[src/rtl/apb_trigger_router.sv]
// apb_trigger_router: APB-programmed crossbar routing trigger inputs to outputs
// with per-output enable/invert/stretch, saturating edge counters and activity LEDs.
module apb_trigger_router #(
    parameter int NUM_INPUTS    = 12,
    parameter int NUM_OUTPUTS   = 14,
    parameter int STRETCH_WIDTH = 16,
    parameter int COUNT_WIDTH   = 32,
    parameter int LED_CYCLES    = 2500000
) (
    input  logic                   pclk,
    input  logic                   preset,
    input  logic                   psel,
    input  logic                   penable,
    input  logic                   pwrite,
    input  logic [11:0]            paddr,
    input  logic [31:0]            pwdata,
    output logic [31:0]            prdata,
    output logic                   pready,
    output logic                   pslverr,
    input  logic [NUM_INPUTS-1:0]  trig_in,
    output logic [NUM_OUTPUTS-1:0] trig_out,
    output logic [NUM_INPUTS-1:0]  trig_in_led,
    output logic [NUM_OUTPUTS-1:0] trig_out_led
);
    localparam int IW = NUM_INPUTS > 1 ? $clog2(NUM_INPUTS) : 1;
    localparam int LW = $clog2(LED_CYCLES + 1);

    logic [IW-1:0]            sel     [NUM_OUTPUTS];
    logic [STRETCH_WIDTH-1:0] stretch [NUM_OUTPUTS];
    logic [STRETCH_WIDTH-1:0] timer   [NUM_OUTPUTS];
    logic [COUNT_WIDTH-1:0]   cnt     [NUM_INPUTS];
    logic [LW-1:0]            in_led  [NUM_INPUTS];
    logic [LW-1:0]            out_led [NUM_OUTPUTS];
    logic [NUM_OUTPUTS-1:0]   en, inv, s, s_prev, s_rise, out_prev, out_rise;
    logic [NUM_INPUTS-1:0]    in_q, prev_q, in_rise;
    logic                     is_cnt, err, wr;
    logic [5:0]               ch;
    logic [2:0]               off;
    logic [8:0]               cidx;
    logic [31:0]              rdata;

    assign is_cnt  = paddr[11];
    assign ch      = paddr[10:5];
    assign off     = paddr[4:2];
    assign cidx    = paddr[10:2];
    assign pready  = psel & penable;
    assign err     = paddr[1:0] != 2'b00 ||
                     (is_cnt ? 32'(cidx) >= NUM_INPUTS :
                      32'(ch) >= NUM_OUTPUTS || off > 3'd2 ||
                      (pwrite && off == 3'd0 && pwdata >= NUM_INPUTS) ||
                      (pwrite && off == 3'd2 && (pwdata >> STRETCH_WIDTH) != 32'd0));
    assign pslverr = pready & err;
    assign wr      = pready & pwrite & ~err;
    assign prdata  = pready && !err ? rdata : 32'd0;

    assign in_rise  = in_q & ~prev_q;
    assign s_rise   = s & ~s_prev;
    assign out_rise = trig_out & ~out_prev;

    always_comb begin
        rdata = 32'd0;
        for (int n = 0; n < NUM_OUTPUTS; n++)
            if (!is_cnt && 32'(ch) == n)
                rdata = off == 3'd0 ? 32'(sel[n]) :
                        off == 3'd1 ? {30'd0, inv[n], en[n]} : 32'(stretch[n]);
        for (int i = 0; i < NUM_INPUTS; i++)
            if (is_cnt && 32'(cidx) == i)
                rdata = 32'(cnt[i]);
    end

    always_comb begin
        s = '0;
        for (int n = 0; n < NUM_OUTPUTS; n++)
            s[n] = in_q[sel[n]] ^ inv[n];
    end

    always_comb begin
        trig_in_led  = '0;
        trig_out_led = '0;
        for (int i = 0; i < NUM_INPUTS; i++)
            trig_in_led[i] = in_led[i] != '0;
        for (int n = 0; n < NUM_OUTPUTS; n++)
            trig_out_led[n] = out_led[n] != '0;
    end

    // A clear write landing on an edge leaves the counter at 1, not 0.
    always_ff @(posedge pclk or posedge preset) begin
        if (preset) begin
            in_q   <= '0;
            prev_q <= '0;
            for (int i = 0; i < NUM_INPUTS; i++)
                cnt[i] <= '0;
        end else begin
            in_q   <= trig_in;
            prev_q <= in_q;
            for (int i = 0; i < NUM_INPUTS; i++)
                if (wr && is_cnt && 32'(cidx) == i)
                    cnt[i] <= COUNT_WIDTH'(in_rise[i]);
                else if (in_rise[i] && cnt[i] != '1)
                    cnt[i] <= cnt[i] + COUNT_WIDTH'(1);
        end
    end

    always_ff @(posedge pclk or posedge preset) begin
        if (preset) begin
            en       <= '0;
            inv      <= '0;
            s_prev   <= '0;
            out_prev <= '0;
            trig_out <= '0;
            for (int n = 0; n < NUM_OUTPUTS; n++) begin
                sel[n]     <= '0;
                stretch[n] <= '0;
                timer[n]   <= '0;
            end
        end else begin
            for (int n = 0; n < NUM_OUTPUTS; n++) begin
                if (wr && !is_cnt && 32'(ch) == n) begin
                    if (off == 3'd0)
                        sel[n] <= pwdata[IW-1:0];
                    if (off == 3'd1) begin
                        en[n]  <= pwdata[0];
                        inv[n] <= pwdata[1];
                    end
                    if (off == 3'd2)
                        stretch[n] <= pwdata[STRETCH_WIDTH-1:0];
                end
                s_prev[n]   <= s[n];
                timer[n]    <= !en[n] ? '0 : s_rise[n] ? stretch[n] :
                               timer[n] != '0 ? timer[n] - STRETCH_WIDTH'(1) : '0;
                trig_out[n] <= en[n] & (s[n] | timer[n] != '0);
                out_prev[n] <= trig_out[n];
            end
        end
    end

    always_ff @(posedge pclk or posedge preset) begin
        if (preset) begin
            for (int i = 0; i < NUM_INPUTS; i++)
                in_led[i] <= '0;
            for (int n = 0; n < NUM_OUTPUTS; n++)
                out_led[n] <= '0;
        end else begin
            for (int i = 0; i < NUM_INPUTS; i++)
                in_led[i] <= in_rise[i] ? LW'(LED_CYCLES) :
                             in_led[i] != '0 ? in_led[i] - LW'(1) : '0;
            for (int n = 0; n < NUM_OUTPUTS; n++)
                out_led[n] <= out_rise[n] ? LW'(LED_CYCLES) :
                              out_led[n] != '0 ? out_led[n] - LW'(1) : '0;
        end
    end
endmodule
[config.mk]
export PLATFORM = sky130hd
export DESIGN_NAME = apb_trigger_router
export DESIGN_NICKNAME = d
export VERILOG_FILES = /design/src/rtl/apb_trigger_router.sv
export SDC_FILE = /design/constraint.sdc
export NUM_CORES = 2
export LEC_CHECK = 0
export BUFFER_PORTS_ARGS = -buffer_cell sky130_fd_sc_hd__buf_2
export CORE_AREA = 2 2 444 446
export DETAILED_ROUTE_END_ITERATION = 7
export DIE_AREA = 0 0 446 448
export PLACE_DENSITY = 0.66
export REMOVE_ABC_BUFFERS = 1
export SYNTH_ARGS = -nofsm -noshare
export SYNTH_HDL_FRONTEND = slang
export SYNTH_SLANG_ARGS = --single-unit
export TNS_END_PERCENT = 1
[constraint.sdc]
create_clock -name pclk -period 45.2 [get_ports pclk]
set_clock_uncertainty 0.05 [all_clocks]
set_input_delay 2.26 -clock pclk [delete_from_list [all_inputs] [get_ports pclk]]
set_output_delay 2.26 -clock pclk [all_outputs]
set_load 0.01 [all_outputs]
==> impl_metrics.yaml <==
outcome:
  run_status: "complete, no violations"
sta:
  finalMaxSlewViolations: 0
  timing.final.crit_share: 0.2000
  hold_viol: 0
  fmax_mhz: 110.6
  worstMarginPinSlew_ns: 1.223
  fin_hold_ws_ns: 0.3635
  period_needed_ns: 9.039
  max_slew_margin: 0.1782
  tns_ns: 0
  rsz0062_at_grt: "false"
  setup_violations: 0
  fin_ws_ns: 36.16
synthesis:
  synth-simple-area-share: 0.2158
  async_flop_share: 1.000
  synth_edf_count: 0
  syn_area_per_cell_um2: 9.831
  ys_types: 90
  syn-cell-area_mm2: 0.08131
  synth_top_family_by_area: "simple AND/OR/NAND/NOR gates"
  syn_inst: 8271
  ys_seq_area_frac: 0.4782
  yosys_warnings: 0
  synthFlopType: "dfrtp_1"
  synth_compound_area_frac: 0.07634
  synth-xor-area-share: 0.1003
  synthMuxAreaShare: 0.09393
  synth-seq-cells: 1554
  synth_fa_ha_area_frac: 0.01016
global_routing:
  grt_pass1_wl_mm: 378.2
  grt_pass1_vias: 62319
  antenna_found_initial: 18
  grt_usage: 0.2427
  gr-total-overflow: 0
  grt_max_degree: 194
floorplan:
  die_w_um: 446
  die_area_mm2: 0.1998
  fp.coreArea_mm2: 0.1946
  num_rows: 162
  ioPinCount: 135
  initial_utilization: 0.4179
  die_h_um: 448
drt:
  via_count: 63940
  wl_mm: 244.7
  wire_per_inst_um: 22.24
  drtIter0Drc: 6259
  dr.pass1.iters: 7
  via_per_inst: 5.811
  ant_nets: 0
  drc: 0
placement:
  place_ws_ns: 36.36
  dp.cells: 10679
  place_congestion: 1.005
  placedInstanceArea_mm2: 0.08452
  port-buffer-count: 134
  dp_hpwl_mm: 173.4
critical_path:
  arrival_ns: 6.73
  crit_type: "primary input to output pin"
  reg2reg_from: "in_q[9]"
  endpoint_kind: "output pin"
  critPathLaunch: "paddr[5]"
  r2r_slack_ns: 41.30
  ff2ff_path_depth: 7
  r2r_end: "timer[113]"
  cp_max_fo: 43
  worstPathRequired_ns: 42.89
  cp-start-kind: "primary input"
  setup.worst_path.end: "prdata[11]"
clock_tree:
  cts_buffer_depth: 3
  clock_tree.root_cell: "clkbuf_16"
  htree_levels: 4
  cts_num_sinks: 1554
  numCtsBuffers: 173
  post_cts_buffers: 0
  worstSkewPairLatency_ns: 0.83
  tritoncts: "built"
  cts.clk_slew.worst_paths_ns: 0.06
  cts_resized: 0
  hold_buffers: 0
power_and_ir_drop:
  p_leak_uw: 0.03827
  p_per_area_mw_per_mm2: 49.17
  ir_drop_v: 0.00003959
cells_and_area:
  syn_to_final_growth_pct: 11.40
  nets: 8439
  seq_area_mm2: 0.03889
  multiInputGateArea_mm2: 0.04048
  n_fill_cell: 17940
  drive_gt1_frac: 0.1191
  layout_common_cells: "dfrtp_1 (1554), nor2_1 (1283), nand2_1 (528)"
  stdcell_count: 11003
  layout_commonest_cell: "dfrtp_1"
  final_cell_area_mm2: 0.09059
job:
  maxCapViolCount: 0
hold_path:
  hold_class: "flip-flop to flip-flop"
power breakdown:
| part | internal [uW] | switching [uW] |
|---|---|---|
| combinational | 373 | 458 |
| sequential | 1700 | 438 |
| clock | 881 | 610 |
synthesized netlist by cell type (all sizes together) (42+ instances only):
cell type / count / area [um^2]
nor2: 1313 / 4956
o21ai: 406 / 2032
nor2b: 243 / 1528
nand2b: 72 / 450.4
nor3b: 42 / 315.3
or4: 104 / 814.5
and3: 67 / 419.2
or3: 141 / 882.1
nand4: 129 / 807.0
nor3: 273 / 1428
a21oi: 252 / 1261
and4: 53 / 464.2
xnor2: 510 / 4467
a22oi: 58 / 435.4
nor4: 179 / 1206
mux2i: 286 / 2863
nand2: 540 / 2062
mux4: 53 / 1194
ha: 66 / 825.8
xor2: 421 / 3687
nand3: 224 / 1121
nand3b: 43 / 322.8
dfrtp: 1554 / 38890
clkbuf: 261 / 979.7
buf: 92 / 454.2
mux2: 318 / 3581
inv: 166 / 623.1
worst min path at each step:
| stage | from | end | slack [ns] | cells past startpoint |
|---|---|---|---|---|
| floorplan | in_led[132] | in_led[132] | 0.38 | 1 |
| CTS | trig_out[0] | out_prev[0] | 0.37 | 0 |
| global route | trig_out[0] | out_prev[0] | 0.39 | 0 |
| finish | trig_out[0] | out_prev[0] | 0.36 | 0 |
| detailed placement | trig_out[0] | out_prev[0] | 0.36 | 0 |
| global placement | trig_out[0] | out_prev[0] | 0.34 | 0 |
layer usage:
layer  GRT usage  part of all wire
met3     0.05345             0.084
met1      0.3295              0.42
met5           0           0.00031
met4      0.1228             0.053
met2      0.3656              0.44
stage by stage:
stage                 util  total power, uW
floorplan                -             2644
global placement    0.4344             2916
detailed placement  0.4344             2960
CTS                 0.4655             4470
global route        0.4655             4695
finish              0.4655             4454
layout make-up:
type | count | share of cell area
Clock inverter | 75 | 0.01151
Tap cell | 2542 | 0.03511
Sequential cell | 1554 | 0.4293
Clock buffer | 243 | 0.05524
Inverter | 166 | 0.006961
Multi-Input combinational cell | 6198 | 0.4468
Antenna cell | 6 | 0.0001657
Timing Repair Buffer | 219 | 0.01489
flip-flops by register name (all words and copies together), names as in the netlist:
register,count
trig_out,14
out_led,308
timer,224
out_prev,14
in_q,12
inv,14
in_led,264
stretch,224
sel,56
prev_q,12
cnt,384
s_prev,14
en,14
cells by family (layout without fill, tap and decap cells):
group / after synthesis / after routing
other cells: 0 / 6
mux: 657 / 657
xor+xnor: 931 / 931
flops: 1554 / 1554
buf+inv: 519 / 703
fa+ha+maj: 66 / 66
simple gates: 3523 / 3523
compound gates: 1021 / 1021
worst max-delay path: stages:
cell and delay, ns:
buf_2 0.40, buf_4 0.61, or3_1 0.62, nor2_1 0.43
a21o_1 0.28, o21bai_1 0.16, o31ai_1 0.74, a2111oi_0 0.24
o21ai_0 0.53, a21oi_1 0.23, buf_2 0.19
Power figures use the tool's default switching activity.
